File: src/rtl/kmu_cta_dispatch.sv
// kmu_cta_dispatch
//   Accepts one kernel launch and walks its CTA grid x-fastest, then y, then z.
//   It issues at most one CTA per cycle over a valid/ready channel. CTAs go
//   round-robin to the cores that are enabled for the kernel.
//
// Ports
//   clk, reset            single clock; asynchronous active-high reset
//   launch_*              launch request (valid/ready) and kernel fields
//   abort                 cancels the kernel that is being dispatched
//   cta_valid[NUM_CORES]  one-hot target core for the current CTA
//   cta_ready[NUM_CORES]  per-core accept
//   cta_*                 latched kernel fields and the current CTA coordinates/id
//   busy                  high whenever the dispatcher is not idle
//   done                  one-cycle pulse once every CTA has been accepted
module kmu_cta_dispatch #(
    parameter int NUM_CORES   = 4,
    parameter int XLEN        = 32,
    parameter int NUM_THREADS = 4,
    parameter int DIM_W       = 16
) (
    input  logic                   clk,
    input  logic                   reset,

    input  logic                   launch_valid,
    output logic                   launch_ready,
    input  logic [31:0]            launch_num_warps,
    input  logic [XLEN-1:0]        launch_start_pc,
    input  logic [XLEN-1:0]        launch_param,
    input  logic [DIM_W-1:0]       launch_grid_x,
    input  logic [DIM_W-1:0]       launch_grid_y,
    input  logic [DIM_W-1:0]       launch_grid_z,
    input  logic [NUM_THREADS-1:0] launch_remain_mask,
    input  logic [NUM_CORES-1:0]   launch_core_mask,

    input  logic                   abort,

    output logic [NUM_CORES-1:0]   cta_valid,
    input  logic [NUM_CORES-1:0]   cta_ready,
    output logic [31:0]            cta_num_warps,
    output logic [XLEN-1:0]        cta_start_pc,
    output logic [XLEN-1:0]        cta_param,
    output logic [NUM_THREADS-1:0] cta_remain_mask,
    output logic [DIM_W-1:0]       cta_x,
    output logic [DIM_W-1:0]       cta_y,
    output logic [DIM_W-1:0]       cta_z,
    output logic [31:0]            cta_id,

    output logic                   busy,
    output logic                   done
);

    localparam int PTR_W = (NUM_CORES > 1) ? $clog2(NUM_CORES) : 1;

    typedef enum logic [1:0] {
        IDLE,
        DISPATCH,
        FINISH
    } state_t;

    state_t                 state;
    logic [PTR_W-1:0]       rr_ptr;     // core that accepted the most recent CTA
    logic [PTR_W-1:0]       target;     // core that cta_valid currently points at
    logic [NUM_CORES-1:0]   core_mask;
    logic [DIM_W-1:0]       grid_x;
    logic [DIM_W-1:0]       grid_y;
    logic [DIM_W-1:0]       grid_z;

    logic [NUM_CORES-1:0]   launch_mask_eff;
    logic                   launch_fire;
    logic                   launch_empty;
    logic                   cta_fire;
    logic                   x_last;
    logic                   y_last;
    logic                   z_last;

    // Finds the first enabled core strictly after ptr, wrapping around.
    // If ptr is the only enabled core, ptr itself is returned.
    function automatic logic [PTR_W-1:0] next_core(
        input logic [NUM_CORES-1:0] mask,
        input logic [PTR_W-1:0]     ptr
    );
        logic [PTR_W-1:0] sel;
        logic [PTR_W-1:0] idx_w;
        logic             found;
        int unsigned      idx;
        sel   = '0;
        found = 1'b0;
        for (int unsigned i = 1; i <= NUM_CORES; i++) begin
            idx   = (32'(ptr) + i) % NUM_CORES;
            idx_w = PTR_W'(idx);
            if (!found && mask[idx_w]) begin
                sel   = idx_w;
                found = 1'b1;
            end
        end
        return sel;
    endfunction

    function automatic logic [NUM_CORES-1:0] onehot(input logic [PTR_W-1:0] idx);
        logic [NUM_CORES-1:0] v;
        v      = '0;
        v[idx] = 1'b1;
        return v;
    endfunction

    // An empty core mask means that every core is eligible.
    assign launch_mask_eff = (launch_core_mask == '0) ? '1 : launch_core_mask;
    assign launch_ready    = (state == IDLE);
    assign busy            = (state != IDLE);
    assign launch_fire     = launch_valid && launch_ready;
    assign launch_empty    = (launch_grid_x == '0) || (launch_grid_y == '0) ||
                             (launch_grid_z == '0);

    // cta_valid is one-hot, so a hit on any bit is a hit on the targeted core.
    assign cta_fire = (state == DISPATCH) && (|(cta_valid & cta_ready));
    assign x_last   = (cta_x == grid_x - DIM_W'(1));
    assign y_last   = (cta_y == grid_y - DIM_W'(1));
    assign z_last   = (cta_z == grid_z - DIM_W'(1));

    always_ff @(posedge clk or posedge reset) begin
        if (reset) begin
            state           <= IDLE;
            rr_ptr          <= PTR_W'(NUM_CORES - 1);
            target          <= '0;
            core_mask       <= '0;
            grid_x          <= '0;
            grid_y          <= '0;
            grid_z          <= '0;
            cta_valid       <= '0;
            cta_num_warps   <= '0;
            cta_start_pc    <= '0;
            cta_param       <= '0;
            cta_remain_mask <= '0;
            cta_x           <= '0;
            cta_y           <= '0;
            cta_z           <= '0;
            cta_id          <= '0;
            done            <= 1'b0;
        end else begin
            case (state)
                IDLE: begin
                    done <= 1'b0;
                    if (launch_fire) begin
                        core_mask       <= launch_mask_eff;
                        grid_x          <= launch_grid_x;
                        grid_y          <= launch_grid_y;
                        grid_z          <= launch_grid_z;
                        cta_num_warps   <= launch_num_warps;
                        cta_start_pc    <= launch_start_pc;
                        cta_param       <= launch_param;
                        cta_remain_mask <= launch_remain_mask;
                        cta_x           <= '0;
                        cta_y           <= '0;
                        cta_z           <= '0;
                        cta_id          <= '0;
                        if (launch_empty) begin
                            state <= FINISH;
                            done  <= 1'b1;
                        end else begin
                            state     <= DISPATCH;
                            target    <= next_core(launch_mask_eff, rr_ptr);
                            cta_valid <= onehot(next_core(launch_mask_eff, rr_ptr));
                        end
                    end
                end

                DISPATCH: begin
                    if (cta_fire) begin
                        rr_ptr <= target;
                    end
                    if (abort) begin
                        // A handshake in this same cycle has already reached the
                        // core, so the only thing left is to stop issuing CTAs.
                        state     <= IDLE;
                        cta_valid <= '0;
                    end else if (cta_fire) begin
                        if (x_last && y_last && z_last) begin
                            state     <= FINISH;
                            cta_valid <= '0;
                            done      <= 1'b1;
                        end else begin
                            if (x_last) begin
                                cta_x <= '0;
                                if (y_last) begin
                                    cta_y <= '0;
                                    cta_z <= cta_z + DIM_W'(1);
                                end else begin
                                    cta_y <= cta_y + DIM_W'(1);
                                end
                            end else begin
                                cta_x <= cta_x + DIM_W'(1);
                            end
                            cta_id    <= cta_id + 32'd1;
                            target    <= next_core(core_mask, target);
                            cta_valid <= onehot(next_core(core_mask, target));
                        end
                    end
                end

                FINISH: begin
                    state <= IDLE;
                    done  <= 1'b0;
                end

                default: begin
                    state     <= IDLE;
                    cta_valid <= '0;
                    done      <= 1'b0;
                end
            endcase
        end
    end

    // At most one core is ever targeted.
    a_onehot: assert property (@(posedge clk) disable iff (reset) $onehot0(cta_valid));

    // An offered CTA holds its target and its coordinates until it is taken.
    a_hold: assert property (@(posedge clk) disable iff (reset)
        ((|(cta_valid & ~cta_ready)) && !abort) |=>
            ($stable(cta_valid) && $stable(cta_id) && $stable(cta_x)));

endmodule

File: config.mk
export PLATFORM = sky130hd
export DESIGN_NAME = kmu_cta_dispatch
export DESIGN_NICKNAME = d
export VERILOG_FILES = /design/src/rtl/kmu_cta_dispatch.sv
export SDC_FILE = /design/constraint.sdc
export NUM_CORES = 1
export LEC_CHECK = 0
export CORE_UTILIZATION = 49
export DETAILED_ROUTE_END_ITERATION = 16
export PLACE_DENSITY = 0.9
export SYNTH_ARGS = -nofsm -noshare
export SYNTH_HDL_FRONTEND = slang
export SYNTH_SLANG_ARGS = --single-unit
File: constraint.sdc
create_clock -name clk -period 10.9 [get_ports clk]
set_input_delay 1.635 -clock clk [delete_from_list [all_inputs] [get_ports clk]]
set_output_delay 1.635 -clock clk [all_outputs]
set_load 0.005 [all_outputs]
==> metrics <==
Async S/R FF share, synth 100%; CP arrival 5370 ps; critical path class reg2reg; most frequent cell after synthesis nand2_1; first-pass GRT wire length 61.4 mm; hold_buf cts 0; nets@finish 1992; Fillers 1939; CP Capture Type flop; status finished clean; Yosys reg bits 243; drc violations 0; leading area contributor after synthesis dfrtp_1; largest cells by area after synthesis dfrtp_1, nand2_1, o21ai_0; Slew Viols, Final 0; worst hold path type reg2reg; worst slew pin tran 1180 ps; Vias per Instance 5.66; Worst EP required 11320 ps; number of global-route vias before repair 12100; gpl congestion 0.922; Post-synth top cells nand2_1, dfrtp_1, o21ai_0, clkbuf_1, nor2_1; leakage power 7.62 nW; Clock Sinks 243; post-CTS setup buffer count 0; Final HPWL DP 26.8 mm; post-synth top area share 47.2%; non-filler cells, final 2178; DR iter-0 viols 1221; top_reg_cell synth dfrtp_1; Pre-Repair DR Iteration Count 5; initial antenna violation count 2; # resized after CTS 0; via count 12300; Avg Cell Area, Syn 8.44 um^2; gr ovfl total 0; Synth Cell Area 12800 um^2; Initial Util 50.3%; Power per Cell Area 241 nW/um^2; Startpoint Class flop; gr usage total 28.4%; Post-synth EDFFs 0; Core Region 25400 um^2; post-synthesis sequential area ratio 47.6%; Rel. slew slack 20.8%; die area 26700 um^2; share of cells above drive strength 1 4.33%; post-route setup TNS 0 ps; die extent in x 164 um; routed wire length 38.1 mm; pin count of the biggest net entering global routing 106; max_cap viols 0; Longest Clk Path Bufs 3; CTS buffer count 28; sequential standard cell area 6080 um^2; fmax 202 MHz; PortBufs 346; placed cells 2125; Routed Antenna Nets 0; syn_nets 1681; Clock Skew 12.5 ps; synth warn 0; cell count after synthesis 1514; total I/O pin count 347; Final Hold Vio Count 0; final period utilization 45.4%; area delta synth->final 35.6%; Pwr Total 0.00418 W; unrepaired setup endpoints after global routing false; CTS root buffer clkbuf_16; final count of negative-setup-slack endpoints 0; H-tree levels 1; Die H 164 um; multi-input logic area 6250 um^2; worst-path fanout max 56; Final min period 4950 ps; CTS clock-pin slew for the worst setup and hold paths 60 ps; worst-skew pair later-pin latency 540 ps; worst vdd ir 0.186 mV; post-synth cell types 75; CTS tree done; Cell Rows 58; drt wl/cell 17.5 um
-- final timing paths --
kind / start / endpoint / slack [ps] / cells past startpoint
hold / removal: cta_num_warps[18] / cta_num_warps[18] / 470 / 2
hold reg to reg: cta_num_warps[18] / cta_num_warps[18] / 470 / 2
setup / recovery: grid_z[0] / target[1] / 5950 / 11
max in group asynchronous: reset / core_mask[0] / 7770 / 3
min in group asynchronous: reset / cta_param[28] / 1620 / 2
setup reg to reg: grid_z[0] / target[1] / 5950 / 11
-- cells by family (layout without fill, tap and decap cells) --
group                      Yosys count  in the layout  synth area share, %
and+or+nand+nor                    823            823                 30.3
AOI/OAI and AO/OA                  261            261                 13.0
DFF                                243            243                 47.6
buffers and inverters              113            445                 3.74
xor gates and xnor gates            55             55                 3.77
muxes                               12             12                0.979
adders and majority gates            7              7                0.685
other                                0              2                    0
-- layout by cell type (no fill, tap or decap), types with 9 or more instances in the layout --
cell type        Yosys  layout
and2_1              12      12
xnor2_1             31      31
nand2b_1            25      25
nand3b_1             9       9
nor4_1              24      24
a21oi_1             51      51
nor3_1              21      21
clkdlybuf4s50_1      0     346
or4_1               21      21
clkbuf_16            0      29
nand3_1             41      41
clkbuf_1            58      12
o21ai_1             13      13
o21ai_0             78      78
xor2_1              24      24
a21o_1              14      14
nand2_1            484     483
inv_1               42      41
or3_1               20      20
and3_1              37      37
and4_1               9       9
dfrtp_1            241     241
nor2b_1             13      13
a31oi_1             20      20
nor2_1              56      56
o31ai_1             31      31
nand4_1             19      19
-- report_power, final --
part | switching, W | leakage, nW | total, W | internal [W]
Clock | 0.000372 | 0.438 | 0.000928 | 0.000556
Combinational | 0.000882 | 4.07 | 0.00171 | 0.000831
Sequential | 0.000313 | 3.11 | 0.00154 | 0.00122
Total | 0.00157 | 7.62 | 0.00418 | 0.00261
-- flip-flops by register name (all words and copies together) (netlist names), 4 cells and up --
register and flops:
cta_valid 4, cta_y 16, cta_z 16, cta_param 32
grid_z 16, cta_id 32, cta_x 16, cta_num_warps 32
core_mask 4, cta_remain_mask 4, grid_x 16, cta_start_pc 32
grid_y 16
-- critical path, cell delays in order (launching register included) --
cell and delay (ps):
dfrtp_1 410, inv_1 100, ha_1 270, nor4b_1 730, nand2_1 120, or4b_2 630, o211ai_1 260, nand3_1 210
nor4b_2 700, a21o_2 830, nor2_1 200, mux2_1 360
-- per-stage QoR --
stage	worst slack (ps)	cell area, um^2	hold WS (ps)	util (%)
global placement	5970	16400	457	64.7
detailed placement	5860	16400	462	64.7
CTS	6010	17300	476	68.2
global route	5510	17300	495	68.2
floorplan	2600	12800	465	-
finish	5950	17300	471	68.2
-- metal layers --
metal	vias to the layer above	wire, um	GRT usage (%)
li1	5839	-	-
met5	-	0	0
met1	5868	15000	35.6
met3	90	3370	6.73
met4	0	1320	11.4
met2	540	18500	47.1
-- final cells by class --
| type | count | area share [%] |
|---|---|---|
| multi-input cells | 1158 | 36.1 |
| repair buffers | 352 | 20.2 |
| well taps | 330 | 2.38 |
| diodes | 2 | 0.0289 |
| clock buffers | 44 | 4.69 |
| flip-flops and latches | 243 | 35.1 |
| inverters | 42 | 0.953 |
| clock inverters | 7 | 0.527 |
(Power assumes the default switching activity.)
